--- src/rtl/mac_seq_pkg.sv ---
// mac_seq_pkg: shared definitions for the MAC job sequencer.
//   - FSM state encodings (plain 3-bit constants)
//   - MAC CFU function ids
//   - wrapping 32-bit add used for the optional result bias
package mac_seq_pkg;

  typedef logic [2:0] state_t;

  localparam state_t ST_IDLE     = 3'd0;
  localparam state_t ST_CFG      = 3'd1;
  localparam state_t ST_CFG_WAIT = 3'd2;
  localparam state_t ST_RD       = 3'd3;
  localparam state_t ST_ISSUE    = 3'd4;
  localparam state_t ST_WAIT     = 3'd5;
  localparam state_t ST_DONE     = 3'd6;

  localparam logic [9:0] FID_MAC        = 10'd0;
  localparam logic [9:0] FID_SET_OFFSET = 10'd8;

  // Two's-complement add; overflow wraps mod 2^32.
  function automatic logic [31:0] add_wrap(input logic [31:0] a, input logic [31:0] b);
    return a + b;
  endfunction

endpackage

--- src/rtl/mac_job_sequencer.sv ---
// mac_job_sequencer: runs one dot-product job through the SIMD int8 MAC CFU.
//
// A job first sends a set-offset command (which also clears the MAC
// accumulator), then for each word reads one activation and one weight word
// from two synchronous SRAM ports and issues an accumulate command. The last
// accumulator value returned by the MAC is presented on the result port.
//
// Optional build macro MAC_SEQ_BIAS_EN: adds input cfg_bias (signed 32-bit,
// latched at start) and the result becomes acc + bias, wrapping mod 2^32.
//
// Ports:
//   clk, reset_n            clock, synchronous active-low reset
//   start / start_ready     job request handshake (ready only in IDLE)
//   cfg_len                 number of 32-bit words (4 int8 lanes each)
//   cfg_base_a / cfg_base_b activation / weight base word addresses
//   cfg_offset              input offset for the set-offset command
//   cfg_bias                (MAC_SEQ_BIAS_EN only) result bias
//   busy                    high whenever not IDLE
//   mem_rd_en, mem_addr_*   SRAM read strobe (shared) and addresses
//   mem_rdata_*             SRAM read data, valid the cycle after mem_rd_en
//   mac_cmd_*               command handshake to the MAC
//   mac_rsp_*               response handshake from the MAC
//   result_valid/_ready     job result handshake, result value
module mac_job_sequencer
  import mac_seq_pkg::*;
#(
  parameter int AW    = 10,
  parameter int LEN_W = 10
) (
  input  logic                clk,
  input  logic                reset_n,
  input  logic                start,
  output logic                start_ready,
  input  logic [LEN_W-1:0]    cfg_len,
  input  logic [AW-1:0]       cfg_base_a,
  input  logic [AW-1:0]       cfg_base_b,
  input  logic [15:0]         cfg_offset,
`ifdef MAC_SEQ_BIAS_EN
  input  logic signed [31:0]  cfg_bias,
`endif
  output logic                busy,
  output logic                mem_rd_en,
  output logic [AW-1:0]       mem_addr_a,
  output logic [AW-1:0]       mem_addr_b,
  input  logic [31:0]         mem_rdata_a,
  input  logic [31:0]         mem_rdata_b,
  output logic                mac_cmd_valid,
  input  logic                mac_cmd_ready,
  output logic [9:0]          mac_cmd_function_id,
  output logic [31:0]         mac_cmd_inputs_0,
  output logic [31:0]         mac_cmd_inputs_1,
  input  logic                mac_rsp_valid,
  output logic                mac_rsp_ready,
  input  logic [31:0]         mac_rsp_outputs_0,
  output logic                result_valid,
  input  logic                result_ready,
  output logic [31:0]         result
);

  state_t               state;
  logic [LEN_W-1:0]     idx;
  logic [LEN_W-1:0]     len;
  logic [AW-1:0]        base_a;
  logic [AW-1:0]        base_b;
  logic [15:0]          offset;
  logic [31:0]          acc;
`ifdef MAC_SEQ_BIAS_EN
  logic signed [31:0]   bias;
`endif

  always_ff @(posedge clk) begin
    if (!reset_n) begin
      state  <= ST_IDLE;
      idx    <= '0;
      len    <= '0;
      base_a <= '0;
      base_b <= '0;
      offset <= '0;
      acc    <= '0;
`ifdef MAC_SEQ_BIAS_EN
      bias   <= '0;
`endif
    end else begin
      case (state)
        ST_IDLE: begin
          if (start) begin
            len    <= cfg_len;
            base_a <= cfg_base_a;
            base_b <= cfg_base_b;
            offset <= cfg_offset;
`ifdef MAC_SEQ_BIAS_EN
            bias   <= cfg_bias;
`endif
            idx    <= '0;
            state  <= ST_CFG;
          end
        end
        ST_CFG: begin
          if (mac_cmd_ready) state <= ST_CFG_WAIT;
        end
        ST_CFG_WAIT: begin
          if (mac_rsp_valid) begin
            acc   <= '0;
            state <= (len == '0) ? ST_DONE : ST_RD;
          end
        end
        ST_RD: begin
          state <= ST_ISSUE;
        end
        ST_ISSUE: begin
          // Read data is held by the SRAM until the next read, and no read
          // is issued here, so the operands stay stable while stalled.
          if (mac_cmd_ready) state <= ST_WAIT;
        end
        ST_WAIT: begin
          if (mac_rsp_valid) begin
            acc   <= mac_rsp_outputs_0;
            idx   <= idx + LEN_W'(1);
            state <= (idx == len - LEN_W'(1)) ? ST_DONE : ST_RD;
          end
        end
        ST_DONE: begin
          if (result_ready) state <= ST_IDLE;
        end
        default: state <= ST_IDLE;
      endcase
    end
  end

  assign start_ready   = (state == ST_IDLE);
  assign busy          = (state != ST_IDLE);
  // Responses are always accepted; those outside CFG_WAIT/WAIT are dropped.
  assign mac_rsp_ready = reset_n;

  // Addresses wrap mod 2^AW; config and idx are zero after reset.
  assign mem_rd_en  = (state == ST_RD);
  assign mem_addr_a = base_a + AW'(idx);
  assign mem_addr_b = base_b + AW'(idx);

  always_comb begin
    mac_cmd_valid       = 1'b0;
    mac_cmd_function_id = FID_MAC;
    mac_cmd_inputs_0    = '0;
    mac_cmd_inputs_1    = '0;
    if (state == ST_CFG) begin
      mac_cmd_valid       = 1'b1;
      mac_cmd_function_id = FID_SET_OFFSET;
      mac_cmd_inputs_0    = {16'h0000, offset};
    end else if (state == ST_ISSUE) begin
      mac_cmd_valid       = 1'b1;
      mac_cmd_function_id = FID_MAC;
      mac_cmd_inputs_0    = mem_rdata_a;
      mac_cmd_inputs_1    = mem_rdata_b;
    end
  end

  assign result_valid = (state == ST_DONE);
`ifdef MAC_SEQ_BIAS_EN
  assign result = (state == ST_DONE) ? add_wrap(acc, bias) : 32'h0;
`else
  assign result = (state == ST_DONE) ? acc : 32'h0;
`endif

endmodule

--- config.mk ---
export PLATFORM = sky130hd
export DESIGN_NAME = mac_job_sequencer
export DESIGN_NICKNAME = d
export VERILOG_FILES = /design/src/rtl/mac_seq_pkg.sv /design/src/rtl/mac_job_sequencer.sv
export SDC_FILE = /design/constraint.sdc
export NUM_CORES = 1
export LEC_CHECK = 0
export ABC_AREA = 1
export CORE_MARGIN = 2
export CORE_UTILIZATION = 36
export CTS_CLUSTER_DIAMETER = 40
export DETAILED_ROUTE_END_ITERATION = 12
export PLACE_DENSITY_LB_ADDON = 0.1
export SETUP_SLACK_MARGIN = 0.2
export SLEW_MARGIN = 15
export SYNTH_ARGS = -nofsm -noshare
export SYNTH_HDL_FRONTEND = slang
export SYNTH_SLANG_ARGS = --single-unit
--- constraint.sdc ---
create_clock -name clk -period 2.2 [get_ports clk]
set_input_delay 0.33 -clock clk [delete_from_list [all_inputs] [get_ports clk]]
set_output_delay 0.33 -clock clk [all_outputs]
set_load 0.01 [all_outputs]
==> impl_metrics.json <==
{
  "power_w": 0.006962,
  "r2r_setup_slack_ps": 250,
  "hold_ws_ps": 448.1,
  "fin_tns_setup_ps": -1151,
  "holdPathEnd": "offset[3]$_SDFFE_PN0P_",
  "drt_wl_total_mm": 20.74,
  "synth_edf_count": 0,
  "hold_viol": 0,
  "required_ps": 1870,
  "num_vias": 6457,
  "hold_path.class": "register to register",
  "post_drt_wl_per_cell_um": 15.00,
  "diodes": 0,
  "grt_max_degree": 76,
  "async_flop_share_pct": 0,
  "path_class": "register to output pin",
  "syn_area_um2": 5383,
  "nets": 1364,
  "fp.dieArea_um2": 15950,
  "cts_root_buffer": "clkbuf_16",
  "postLayoutCellArea_um2": 9867,
  "synth-seq-cells": 91,
  "synth-simple-area-share_pct": 26.80,
  "fmax_mhz": 392.7,
  "synth_fa_ha_area_share_pct": 5.393,
  "grt_pass1_wl_mm": 30.74,
  "r2r_start": "state[1]$_SDFFE_PN0P_",
  "synth_xor_area_share_pct": 3.835,
  "core_um2": 14590,
  "hold_buffers": 0,
  "start_util_pct": 36.90,
  "numCtsBuffers": 9,
  "final-seq-area_um2": 1848,
  "clk_pin_slew_ps": 60,
  "grt_use_total_pct": 24.24,
  "grt_pass1_vias": 5905,
  "dp.final_hpwl_mm": 13.90,
  "rr_endpoint": "idx[9]$_SDFFE_PN0P_",
  "clkLatencyLatePin_ps": 350,
  "synth_cells": 846,
  "slew_violations": 0,
  "overflow": 0,
  "hold_depth": 2,
  "synth_top_family_by_area": "simple AND/OR/NAND/NOR gates",
  "cts_sinks": 91,
  "rsz0062_at_grt": "true",
  "area_growth_pct": 83.31,
  "fin_crit_ps": 2547,
  "nFillCells": 1269,
  "yosysSeqAreaShare_pct": 33.84,
  "ys_types": 35,
  "rows": 44,
  "postPlaceCellArea_um2": 8648,
  "synth_compound_area_share_pct": 15.36,
  "outcome": "complete, but fails checks",
  "multiInputGateArea_um2": 3433,
  "io_buffers": 270,
  "die_w_um": 126.3,
  "pre_cts_ws_ps": -354.3,
  "synth_top_cell_by_area": "dfxtp_1",
  "cp_max_fo": 3,
  "place.gp.congestion": 0.8887,
  "start_kind": "register",
  "clock_path_buffers": 2,
  "layout-drive-gt1-share_pct": 30.78,
  "pin_count": 280,
  "synth_area_leaders": "dfxtp_1 34%, nand2_1 12%, inv_1 10%",
  "dr.first_iter.drc_count": 260,
  "end_kind": "output pin",
  "yosys_warnings": 0,
  "ys.flop_type": "dfxtp_1",
  "worstPathArrival_ps": 2220,
  "fin_skew_ps": 8.139,
  "synth_mux_area_share_pct": 0,
  "drc": 0,
  "violations": "setup timing",
  "p_per_area_nw_per_um2": 705.6,
  "r2r_cells": 16,
  "antenna_found_initial": 0,
  "fp.dieH_um": 126.3,
  "layout_setup_ws_ps": -346.6,
  "first_pass_iters": 5,
  "worstHoldStart": "offset[3]$_SDFFE_PN0P_",
  "drtAntennaViolNets": 0,
  "cts_tree": "built",
  "setup_viol": 9,
  "max_cap_violations": 0,
  "synth_top_cell_area_share_pct": 33.84,
  "p_leak_nw": 4.406,
  "avgViaCountPerCell": 4.669,
  "avgSynthCellArea_um2": 6.362,
  "htreeDepth": 3,
  "min_period_over_period_pct": 115.8,
  "peakVddDrop_v": 0.0005926
}
[layer usage]
layer  GRT usage (%)  share of wire, %  vias to the layer above
met5               0                 0                        -
met4           6.593               1.7                        0
met3           6.330               7.1                       25
met2           42.13                51                      210
met1           29.69                40                     2917
li1                -                 -                     3305
[cell usage in the layout (no fill, tap or decap), types with 6 or more instances in the layout]
cell type | netlist | layout
conb_1 | 1 | 9
a21oi_1 | 99 | 93
dfxtp_1 | 91 | 80
dfxtp_2 | 0 | 6
buf_2 | 5 | 51
clkdlybuf4s50_1 | 0 | 150
clkbuf_16 | 0 | 10
nand3_1 | 30 | 28
o21ai_2 | 0 | 11
nand2_1 | 179 | 168
xor2_1 | 15 | 11
nor2_4 | 3 | 40
nor2_1 | 111 | 66
buf_12 | 0 | 10
ha_4 | 0 | 8
o21ai_0 | 55 | 38
nor2_2 | 4 | 12
ha_1 | 20 | 12
buf_4 | 10 | 64
inv_1 | 146 | 139
clkbuf_2 | 0 | 29
inv_4 | 0 | 6
nand2_2 | 4 | 12
o21ai_1 | 1 | 7
buf_6 | 0 | 60
[metrics by stage]
step	util, %	cells
floorplan	-	854
global placement	59.28	1315
detailed placement	59.28	1315
CTS	63.43	1366
global route	67.63	1383
finish	67.63	1383
[registers in the layout, summed over array words and instances (netlist names)]
| name | count |
|---|---|
| acc | 32 |
| offset | 16 |
| base_a | 10 |
| base_b | 10 |
| idx | 10 |
| len | 10 |
| state | 3 |
[where the power goes]
group          internal (W)  switching (W)
sequential          0.00190       0.000159
clock              0.000884       0.000680
combinational       0.00150        0.00184
total               0.00428        0.00268
[area by class of cell]
| type | count | share of cell area [%] |
|---|---|---|
| clock buffer | 10 | 2.321 |
| clock inverter | 6 | 0.6721 |
| inverter | 152 | 6.061 |
| multi-input combinational | 564 | 34.80 |
| sequential | 91 | 18.73 |
| tap | 184 | 2.333 |
| timing repair buffer | 375 | 35.01 |
| timing repair inverter | 1 | 0.07608 |
[how the worst max path moves through the flow]
stage,endpoint,cells after the start,from
2_1_floorplan,mem_addr_b[8],14,idx[0]$_SDFFE_PN0P_
3_3_place_gp,mem_addr_b[8],15,idx[0]$_SDFFE_PN0P_
3_5_place_dp,mem_addr_b[8],15,idx[0]$_SDFFE_PN0P_
4_1_cts,mem_addr_b[8],16,idx[0]$_SDFFE_PN0P_
5_1_grt,mem_addr_b[8],16,idx[0]$_SDFFE_PN0P_
6_report,mem_addr_b[8],16,idx[0]$_SDFFE_PN0P_
[critical path, cell delays in order (launching register included)]
cell and delay, ps:
dfxtp_4 360, ha_4 130, inv_2 40, fa_2 350, o21ai_2 160, nand2_1 80, nand2_1 60, nand2_1 60
nand2_2 80, nand2_2 60, inv_2 50, nor2_1 30, nor2_1 120, nor2_1 60, nand2_1 50, nand2_1 40
buf_2 130
[synthesized netlist by cell type, drive strengths merged (2+ instances only)]
| library cell | count |
|---|---|
| xnor2 | 6 |
| ha | 20 |
| xor2 | 15 |
| buf | 19 |
| nor2 | 118 |
| o21ai | 56 |
| a31oi | 2 |
| dfxtp | 91 |
| nand3 | 30 |
| nand2 | 185 |
| a21oi | 99 |
| nand3b | 2 |
| inv | 152 |
| nor3 | 7 |
| nand4 | 2 |
| nor3b | 3 |
| fa | 2 |
| clkbuf | 28 |
[repair_timing]
action / 4_1_cts / 5_1_grt
buffers inserted: 29 / 16
pin swaps: 37 / 57
gates cloned: 6 / 1
resized for setup: 475 / 219
setup endpoints to repair: 119 / 102
[logic make-up (layout without fill, tap and decap cells)]
kind of cell	count (synthesis)	after routing
simple gates	349	349
xor+xnor	22	22
buf+inv	199	544
other cells	1	9
compound gates	162	162
fa+ha+maj	22	22
flops	91	91
Power figures use the tool's default switching activity.
